File: src/rtl/ttt_pkg.sv
// Shared types, state encoding, win-line masks and square helpers for the
// tic-tac-toe turn sequencer.
package ttt_pkg;

    localparam int unsigned SQ_W      = 4;
    localparam int unsigned NUM_SQ    = 9;
    localparam int unsigned NUM_LINES = 8;
    localparam int unsigned ST_W      = 3;

    localparam logic [ST_W-1:0] ST_IDLE    = 3'd0;
    localparam logic [ST_W-1:0] ST_PLAYER  = 3'd1;
    localparam logic [ST_W-1:0] ST_CHECK_X = 3'd2;
    localparam logic [ST_W-1:0] ST_ENGINE  = 3'd3;
    localparam logic [ST_W-1:0] ST_CHECK_O = 3'd4;
    localparam logic [ST_W-1:0] ST_OVER    = 3'd5;

    typedef enum logic [ST_W-1:0] {
        S_IDLE    = ST_IDLE,
        S_PLAYER  = ST_PLAYER,
        S_CHECK_X = ST_CHECK_X,
        S_ENGINE  = ST_ENGINE,
        S_CHECK_O = ST_CHECK_O,
        S_OVER    = ST_OVER
    } state_e;

    typedef logic [NUM_SQ-1:0] board_t;

    // Rows, columns, then both diagonals; bit i = square i.
    localparam board_t [NUM_LINES-1:0] WIN_LINES = {
        9'h054, 9'h111, 9'h124, 9'h092, 9'h049, 9'h1C0, 9'h038, 9'h007
    };

    function automatic board_t sq_mask(input logic [SQ_W-1:0] sq);
        return board_t'(1) << sq;
    endfunction

    // Lowest-index square not set in occ; 0 when the board is full.
    function automatic logic [SQ_W-1:0] lowest_free(input board_t occ);
        logic [SQ_W-1:0] r;
        r = '0;
        for (int i = int'(NUM_SQ) - 1; i >= 0; i--) begin
            if (!occ[i]) r = SQ_W'(i);
        end
        return r;
    endfunction

endpackage

File: src/rtl/ttt_line_checker.sv
// Combinational three-in-a-row detector for one player's board.
module ttt_line_checker
    import ttt_pkg::*;
(
    input  logic [NUM_SQ-1:0] board_i,
    output logic              has_line_o
);

    always_comb begin
        has_line_o = 1'b0;
        for (int l = 0; l < int'(NUM_LINES); l++) begin
            if ((board_i & WIN_LINES[l]) == WIN_LINES[l]) has_line_o = 1'b1;
        end
    end

endmodule

File: src/rtl/ttt_turn_sequencer.sv
// Tic-tac-toe game-flow controller: owns the boards, takes player moves,
// sequences the move engine and holds the result. Optional TTT_SCORE_EN adds score counters.
module ttt_turn_sequencer
    import ttt_pkg::*;
#(
    parameter int unsigned ENGINE_TIMEOUT = 16,
    parameter int unsigned SCORE_W        = 4
) (
    input  logic              clock,
    input  logic              resetn,
    input  logic              new_game_i,
    input  logic              player_valid_i,
    input  logic [SQ_W-1:0]   player_square_i,
    output logic              player_ready_o,
    output logic              player_reject_o,
    output logic              eng_req_o,
    output logic [NUM_SQ-1:0] eng_xs_o,
    output logic [NUM_SQ-1:0] eng_os_o,
    input  logic              eng_ack_i,
    input  logic [SQ_W-1:0]   eng_move_i,
    output logic [NUM_SQ-1:0] x_board_o,
    output logic [NUM_SQ-1:0] o_board_o,
    output logic              player_won_o,
    output logic              computer_won_o,
    output logic              game_draw_o
`ifdef TTT_SCORE_EN
    ,
    output logic [SCORE_W-1:0] player_score_o,
    output logic [SCORE_W-1:0] computer_score_o,
    output logic [SCORE_W-1:0] draw_score_o
`endif
);

    localparam int unsigned CNT_W = $clog2(ENGINE_TIMEOUT + 1);

    if (ENGINE_TIMEOUT < 1 || SCORE_W < 1) begin : g_param_check
        $error("ttt_turn_sequencer: ENGINE_TIMEOUT and SCORE_W must be >= 1");
    end

    state_e           state_q;
    board_t           x_q, o_q;
    logic [CNT_W-1:0] cnt_q;
    logic             ready_q, reject_q, req_q;
    logic             pwon_q, cwon_q, draw_q;

    logic   x_line, o_line, full;
    board_t occ, p_mask, e_mask, fb_mask, o_pick_mask;
    logic   p_legal, e_legal, e_fire;
    logic   p_win_c, c_win_c, draw_c;

    ttt_line_checker u_x_line (.board_i(x_q), .has_line_o(x_line));
    ttt_line_checker u_o_line (.board_i(o_q), .has_line_o(o_line));

    // Move legality, fallback selection and result strobes.
    always_comb begin
        occ         = x_q | o_q;
        full        = &occ;
        p_mask      = sq_mask(player_square_i);
        e_mask      = sq_mask(eng_move_i);
        fb_mask     = sq_mask(lowest_free(occ));
        p_legal     = (player_square_i < SQ_W'(NUM_SQ)) && ((occ & p_mask) == '0);
        e_legal     = (eng_move_i < SQ_W'(NUM_SQ)) && ((occ & e_mask) == '0);
        o_pick_mask = (eng_ack_i && e_legal) ? e_mask : fb_mask;
        e_fire      = eng_ack_i || (cnt_q == CNT_W'(ENGINE_TIMEOUT - 1));
        p_win_c     = !new_game_i && (state_q == S_CHECK_X) && x_line;
        c_win_c     = !new_game_i && (state_q == S_CHECK_O) && o_line;
        draw_c      = !new_game_i && full &&
                      (((state_q == S_CHECK_X) && !x_line) ||
                       ((state_q == S_CHECK_O) && !o_line));
    end

    always_ff @(posedge clock or negedge resetn) begin
        if (!resetn) begin
            state_q  <= S_IDLE;
            x_q      <= '0;
            o_q      <= '0;
            cnt_q    <= '0;
            ready_q  <= 1'b0;
            reject_q <= 1'b0;
            req_q    <= 1'b0;
            pwon_q   <= 1'b0;
            cwon_q   <= 1'b0;
            draw_q   <= 1'b0;
        end else if (new_game_i) begin
            state_q  <= S_PLAYER;
            x_q      <= '0;
            o_q      <= '0;
            cnt_q    <= '0;
            ready_q  <= 1'b1;
            reject_q <= 1'b0;
            req_q    <= 1'b0;
            pwon_q   <= 1'b0;
            cwon_q   <= 1'b0;
            draw_q   <= 1'b0;
        end else begin
            reject_q <= 1'b0;
            case (state_q)
                S_IDLE: begin
                    state_q <= S_PLAYER;
                    ready_q <= 1'b1;
                end
                S_PLAYER: begin
                    if (player_valid_i) begin
                        if (p_legal) begin
                            x_q     <= x_q | p_mask;
                            ready_q <= 1'b0;
                            state_q <= S_CHECK_X;
                        end else begin
                            reject_q <= 1'b1;
                        end
                    end
                end
                S_CHECK_X: begin
                    if (p_win_c) begin
                        pwon_q  <= 1'b1;
                        state_q <= S_OVER;
                    end else if (draw_c) begin
                        draw_q  <= 1'b1;
                        state_q <= S_OVER;
                    end else begin
                        req_q   <= 1'b1;
                        state_q <= S_ENGINE;
                    end
                end
                S_ENGINE: begin
                    if (e_fire) begin
                        o_q     <= o_q | o_pick_mask;
                        req_q   <= 1'b0;
                        cnt_q   <= '0;
                        state_q <= S_CHECK_O;
                    end else begin
                        cnt_q <= cnt_q + CNT_W'(1);
                    end
                end
                S_CHECK_O: begin
                    if (c_win_c) begin
                        cwon_q  <= 1'b1;
                        state_q <= S_OVER;
                    end else if (draw_c) begin
                        draw_q  <= 1'b1;
                        state_q <= S_OVER;
                    end else begin
                        ready_q <= 1'b1;
                        state_q <= S_PLAYER;
                    end
                end
                S_OVER: state_q <= S_OVER;
                default: begin
                    state_q <= S_IDLE;
                    ready_q <= 1'b0;
                    req_q   <= 1'b0;
                end
            endcase
        end
    end

`ifdef TTT_SCORE_EN
    logic [SCORE_W-1:0] p_score_q, c_score_q, d_score_q;

    // Saturating tallies; survive new_game, cleared only by reset.
    always_ff @(posedge clock or negedge resetn) begin
        if (!resetn) begin
            p_score_q <= '0;
            c_score_q <= '0;
            d_score_q <= '0;
        end else begin
            if (p_win_c && !(&p_score_q)) p_score_q <= p_score_q + SCORE_W'(1);
            if (c_win_c && !(&c_score_q)) c_score_q <= c_score_q + SCORE_W'(1);
            if (draw_c  && !(&d_score_q)) d_score_q <= d_score_q + SCORE_W'(1);
        end
    end

    assign player_score_o   = p_score_q;
    assign computer_score_o = c_score_q;
    assign draw_score_o     = d_score_q;
`endif

    assign player_ready_o  = ready_q;
    assign player_reject_o = reject_q;
    assign eng_req_o       = req_q;
    assign eng_xs_o        = x_q;
    assign eng_os_o        = o_q;
    assign x_board_o       = x_q;
    assign o_board_o       = o_q;
    assign player_won_o    = pwon_q;
    assign computer_won_o  = cwon_q;
    assign game_draw_o     = draw_q;

endmodule

File: config.mk
export PLATFORM = sky130hd
export DESIGN_NAME = ttt_turn_sequencer
export DESIGN_NICKNAME = d
export VERILOG_FILES = /design/src/rtl/ttt_pkg.sv /design/src/rtl/ttt_line_checker.sv /design/src/rtl/ttt_turn_sequencer.sv
export SDC_FILE = /design/constraint.sdc
export NUM_CORES = 1
export LEC_CHECK = 0
export CELL_PAD_IN_SITES_DETAIL_PLACEMENT = 1
export CELL_PAD_IN_SITES_GLOBAL_PLACEMENT = 1
export CORE_MARGIN = 3
export CORE_UTILIZATION = 40
export CTS_CLUSTER_DIAMETER = 120
export CTS_CLUSTER_SIZE = 28
export DETAILED_ROUTE_END_ITERATION = 12
export GPL_TIMING_DRIVEN = 0
export PLACE_DENSITY = 0.91
export SYNTH_ARGS = -nofsm -noshare
export SYNTH_HDL_FRONTEND = slang
export SYNTH_SLANG_ARGS = --single-unit
File: constraint.sdc
create_clock -name clock -period 5.3 [get_ports clock]
set_input_delay 1.06 -clock clock [delete_from_list [all_inputs] [get_ports clock]]
set_output_delay 1.06 -clock clock [all_outputs]
set_load 0.01 [all_outputs]
# Yosys cells after proc, flatten, opt, wreduce, memory -nomap -nowiden
# Index checks and enable logic that the tools add are counted.
# word_totals
elab_cells	162
inputBits	13
ff_bits	32
# classes
magnitude_cmp	2
n_mux	70
reduce_logical	40
n_bitwise	5
shift	3
n_addsub	1
eq_ne	31
# op_table
cell	count
two-way mux 9 bit	8
== test 3 bit (second input constant)	18
two-way mux 1 bit	38
two-way mux 4 bit	9
bitwise OR 9 bit	3
<< shifter 1 x 4 -> 9 bit (first input constant)	3
two-way mux 3 bit	8
!= test 3 bit (second input constant)	7
AND 9 bit	2
zero test 9 bit	2
one-hot mux 3 bit (6 select lines)	1
nonzero test 2 bit	9
two-way mux 5 bit	3
logical AND 1 bit	11
AND reduction 3 bit	3
AND reduction 9 bit	1
< comparator 4 bit (second input constant)	2
== test 3 x 2 -> 1 bit (second input constant)	2
AND reduction 2 bit	3
adder 5 x 1 -> 5 bit (second input constant)	1
== test 5 x 4 -> 1 bit (second input constant)	1
AND reduction 5 bit	1
!= test 2 x 1 -> 1 bit (second input constant)	2
one-hot mux 1 bit (4 select lines)	1
other kinds (10)	13

# Logic depth before layout (Yosys ltp)
# depth
word_depth	17
depth_mapped	8
ltp_nobuf	8

# By module
# A second synthesis with hierarchy kept.
# hier_totals
hier_cells	260
hier_area_um2	2242.2
# by_module_without_submodules
module	area_each_um2	cells_each	seq_area_each_um2	instances
ttt_turn_sequencer	2132.0	246	800.8	1
ttt_line_checker	55.1	7	0.0	2

# Least setup slack after synthesis
# OpenSTA, ideal clock, no wires.
# synth_path
kind	input-to-reg
start	input port eng_move_i[3]
end	register o_q[6] (netlist: eng_os_o[6])
slack_ns	2.778
n_path_buf	1
stages	6
arrival_time_ns	2.403
cell_sequence	clkbuf_1 > or3_1 > o31ai_4 > a211oi_1 > a41o_1 > a31o_1
# synth_via
elab_chain_cells	10
elab_cells_between_ends	11
classes_between	1 x order compare; 1 x shift; 4 x mux; 2 x bitwise; 3 x reduce/logical
# synth_rtl
element	line	rtl
from (decl)	ttt_turn_sequencer.sv:20	input logic [SQ_W-1:0] eng_move_i,
<< shifter 1 x 4 -> 9 bit	ttt_pkg.sv:34	return board_t'(1) << sq;
AND 9 bit	ttt_turn_sequencer.sv:62	e_legal = (eng_move_i < SQ_W'(NUM_SQ)) && ((occ & e_mask) == '0);
zero test 9 bit	ttt_turn_sequencer.sv:62	
logical AND 1 bit	ttt_turn_sequencer.sv:62	
logical AND 1 bit	ttt_turn_sequencer.sv:63	o_pick_mask = (eng_ack_i && e_legal) ? e_mask : fb_mask;
two-way mux 9 bit *	ttt_turn_sequencer.sv:63	
bitwise OR 9 bit *	ttt_turn_sequencer.sv:127	o_q <= o_q | o_pick_mask;
two-way mux 9 bit *	ttt_turn_sequencer.sv:126	if (e_fire) begin
two-way mux 9 bit *	ttt_turn_sequencer.sv:97	case (state_q)
two-way mux 9 bit *	ttt_turn_sequencer.sv:84	end else if (new_game_i) begin
to (signal assigned)	ttt_turn_sequencer.sv:127	
to (decl)	ttt_turn_sequencer.sv:41	board_t x_q, o_q;
# Mark *: on every way between the ends. The rest lies on a longest branch, timed or not. The select of a mux whose other input is x is not followed.
# A chain may end at the register's enable or synchronous reset.

# Worst setup path in the final report
# layout_path
start	input port player_square_i[2]
end	register ready_q (netlist: player_ready_o)
# layout_via
elab_chain_cells	6
elab_cells_between_ends	7
classes_between	1 x order compare; 1 x eq/ne; 1 x shift; 1 x bitwise; 3 x reduce/logical
# layout_rtl
element	line	rtl
from (decl)	ttt_turn_sequencer.sv:13	input logic [SQ_W-1:0] player_square_i,
<< shifter 1 x 4 -> 9 bit	ttt_pkg.sv:34	
AND 9 bit	ttt_turn_sequencer.sv:61	p_legal = (player_square_i < SQ_W'(NUM_SQ)) && ((occ & p_mask) == '0);
zero test 9 bit	ttt_turn_sequencer.sv:61	
logical AND 1 bit *	ttt_turn_sequencer.sv:61	
!= test 3 bit (no line) *	-	
AND reduction 5 bit (no line) *	-	
to (signal assigned)	ttt_turn_sequencer.sv:78	ready_q <= 1'b0;
to (signal assigned)	ttt_turn_sequencer.sv:89	ready_q <= 1'b1;
to (signal assigned)	ttt_turn_sequencer.sv:100	ready_q <= 1'b1;
to (decl)	ttt_turn_sequencer.sv:43	logic ready_q, reject_q, req_q;
# Mark *: on every way between the ends. The rest lies on a longest branch, timed or not.

==> metrics <==
CTS Buf Count 5; later-pin clock latency in the skew report 0.29 ns; Worst Setup Start Kind input pin; Final TNS setup 0 ns; hold_sp cnt_q[4]$_DFFE_PN0P_; hold endpoint cnt_q[4]$_DFFE_PN0P_; number of flops mapped to enable cells by yosys 0; area of the core 5640 um^2; Post-synth ARST share 1.00; routed length per instance between 15 and 20 um; Avg Cell Area, Syn between 8 and 9 um^2; post-CTS setup buffers 0; Post-Syn Instances 278; Unique masters post-synth 63; IO Count 55; Net Count, Synth about 300; cts repair resizes 0; Yosys reg bits 32; Longest Clk Path Bufs 2; DRC errors left 0; # rows 27; maxcap violations 0; CTS root buf clkbuf_8; VDD IR-drop max 0.115 mV; Reg-to-Reg Start eng_xs_o[0]$_DFFE_PN0P_; slew margin rel. 0.503; Initial Util 0.424; diode count 0; ys flop type dfrtp_1; grt total ovfl 0; All-Layer GR Usage 0.236; Worst-Margin Slew 0.746 ns; reg-to-reg endpoint player_ready_o$_DFFE_PN0P_; die area ~7000 um^2; DR pass1 iterations 4; H-tree depth 2; DRT antenna net count 0; layout cell share with drive strength beyond 1 0.124; initial antenna violation count 0; crit path kind in -> reg; class of the worst hold path reg -> reg; post-synth top area cell dfrtp_1; Die Y 83.3 um; Synth top cells by count 32 x dfrtp_1, 26 x nand2_1, 23 x nor2_1; first-pass GRT wire length ~13 mm; Die X-Extent 83.3 um; top-count cell post-synth dfrtp_1; total wire length ~8.0 mm; Final nets 352; DRT iter0 DRCs 148; top-area cell type share of the netlist area 0.335; Max Clock Skew 0.00460 ns; Placer Congestion just over 0.9; hold_buf cts 0; largest net degree at the start of global routing 33; WP data required 5.48 ns; DR vias 2538; area grow syn2layout 29.8%; status finished clean; Post-DP HPWL 6.00 mm; crit path time final 3.08 ns; Setup Viol. Count Final 0; Max Freq 0.325 GHz; Sink Count 32; Tot Pwr between 700 and 800 uW; TritonCTS clock tree built; Port Buffer Count between 50 and 60; reg-to-reg slack, setup 3.05 ns; Slew Limit Fails 0; Worst-path clk slew approximately 0.070 ns; hold path cells 2; worst-path maximum fanout 10; sequential area share after synthesis 0.335; cell area after synthesis roughly 2400 um^2; Yosys warning count 0; critical path arrival 3.25 ns; Static Leak ~1.3 nW; final hold violations 0; number of global-route vias before repair 2636; crit share post-route 0.580; PD cells 237 nW/um^2; FF-to-FF path depth 5; RSZ-0062 raised after global routing false; top post-synthesis cells by area dfrtp_1 34%, buf_4 6.0%, nand2_1 4.1%, nor2_1 3.6%, a22o_1 3.3%; via/cell ratio just over 6; kind of end point of the critical path flip-flop
-- cells by family (layout without fill, tap and decap cells) --
| group | after synthesis | after routing | share of synthesized area |
|---|---|---|---|
| AO/OA/AOI/OAI | 90 | 90 | 0.295 |
| XOR/XNOR | 1 | 1 | 0.00367 |
| adder cells (fa/ha/maj) | 2 | 2 | 0.0105 |
| buffers and inverters | 37 | 97 | 0.0937 |
| flip-flops | 32 | 32 | 0.335 |
| AND/OR/NAND/NOR | 116 | 116 | 0.262 |
-- critical path, cell delays in order --
cell	delay, ns
clkdlybuf4s50_1	0.51
clkbuf_1	0.36
a211oi_1	0.11
o211ai_1	0.43
nand3_1	0.41
o221a_1	0.37
-- worst max path at each step --
stage,startpoint,endpoint,slack [ns],cells past startpoint
global route,player_square_i[2],player_ready_o$_DFFE_PN0P_,2.08,6
finish,player_square_i[2],player_ready_o$_DFFE_PN0P_,2.22,6
floorplan,eng_move_i[3],eng_os_o[6]$_DFFE_PN0P_,2.78,6
global placement,player_square_i[2],player_ready_o$_DFFE_PN0P_,2.09,6
detailed placement,player_square_i[2],player_ready_o$_DFFE_PN0P_,1.96,6
CTS,player_square_i[2],player_ready_o$_DFFE_PN0P_,2.28,6
-- stage by stage --
step	instance area (um^2)	worst slack, ns	hold WS, ns	utilization	std cells
after floorplan	2390	2.78	0.450	-	278
after global placement	3000	2.09	0.465	0.532	402
after detailed placement	3000	1.96	0.476	0.531	402
after CTS	3100	2.28	0.494	0.550	410
after global routing	3100	2.08	0.520	0.550	410
final	3100	2.22	0.493	0.550	410
-- layer usage --
metal  vias up  track usage  share of wire  wire (um)
met3        16       0.0367          0.039        313
met4         0       0.0892          0.025        197
met2        74        0.388           0.49       3920
li1       1172            -              -          -
met5         -            0              0          0
met1      1276        0.311           0.45       3590
-- power breakdown --
part | total (mW) | internal, mW | switching [mW] | leakage [nW]
Clock | 0.233 | 0.139 | 0.0939 | 0.0552
Sequential | 0.289 | 0.262 | 0.0274 | 0.436
Combinational | 0.212 | 0.0796 | 0.133 | 0.778
Total | 0.735 | 0.481 | 0.254 | 1.27
-- layout make-up --
type / instances / area, um^2
Multi-Input combinational cell: 209 / 1370
Fill cell: 665 / 2540
Sequential cell: 32 / 801
Timing Repair Buffer: 52 / 515
Clock inverter: 2 / 35.0
Inverter: 8 / 30.0
Tap cell: 72 / 90.1
Clock buffer: 6 / 72.6
Buffer: 29 / 194
-- cells in the final DEF, fill, tap and decap left out, types with 9 or more instances in the layout --
master           Yosys  final
dfrtp_1             32     32
nand3_1             13     13
nor2_1              23     23
buf_4               19     19
clkdlybuf4s50_1      0     51
a22o_1               9      9
o21ai_0             15     15
nand2_1             26     26
-- flip-flops by register name, summed over array words and instances, names as in the netlist --
name             flops
computer_won_o       1
player_won_o         1
eng_req_o            1
player_reject_o      1
state_q              3
eng_os_o             9
player_ready_o       1
eng_xs_o             9
game_draw_o          1
cnt_q                5
Note: power is estimated with default switching activity, not from simulation.
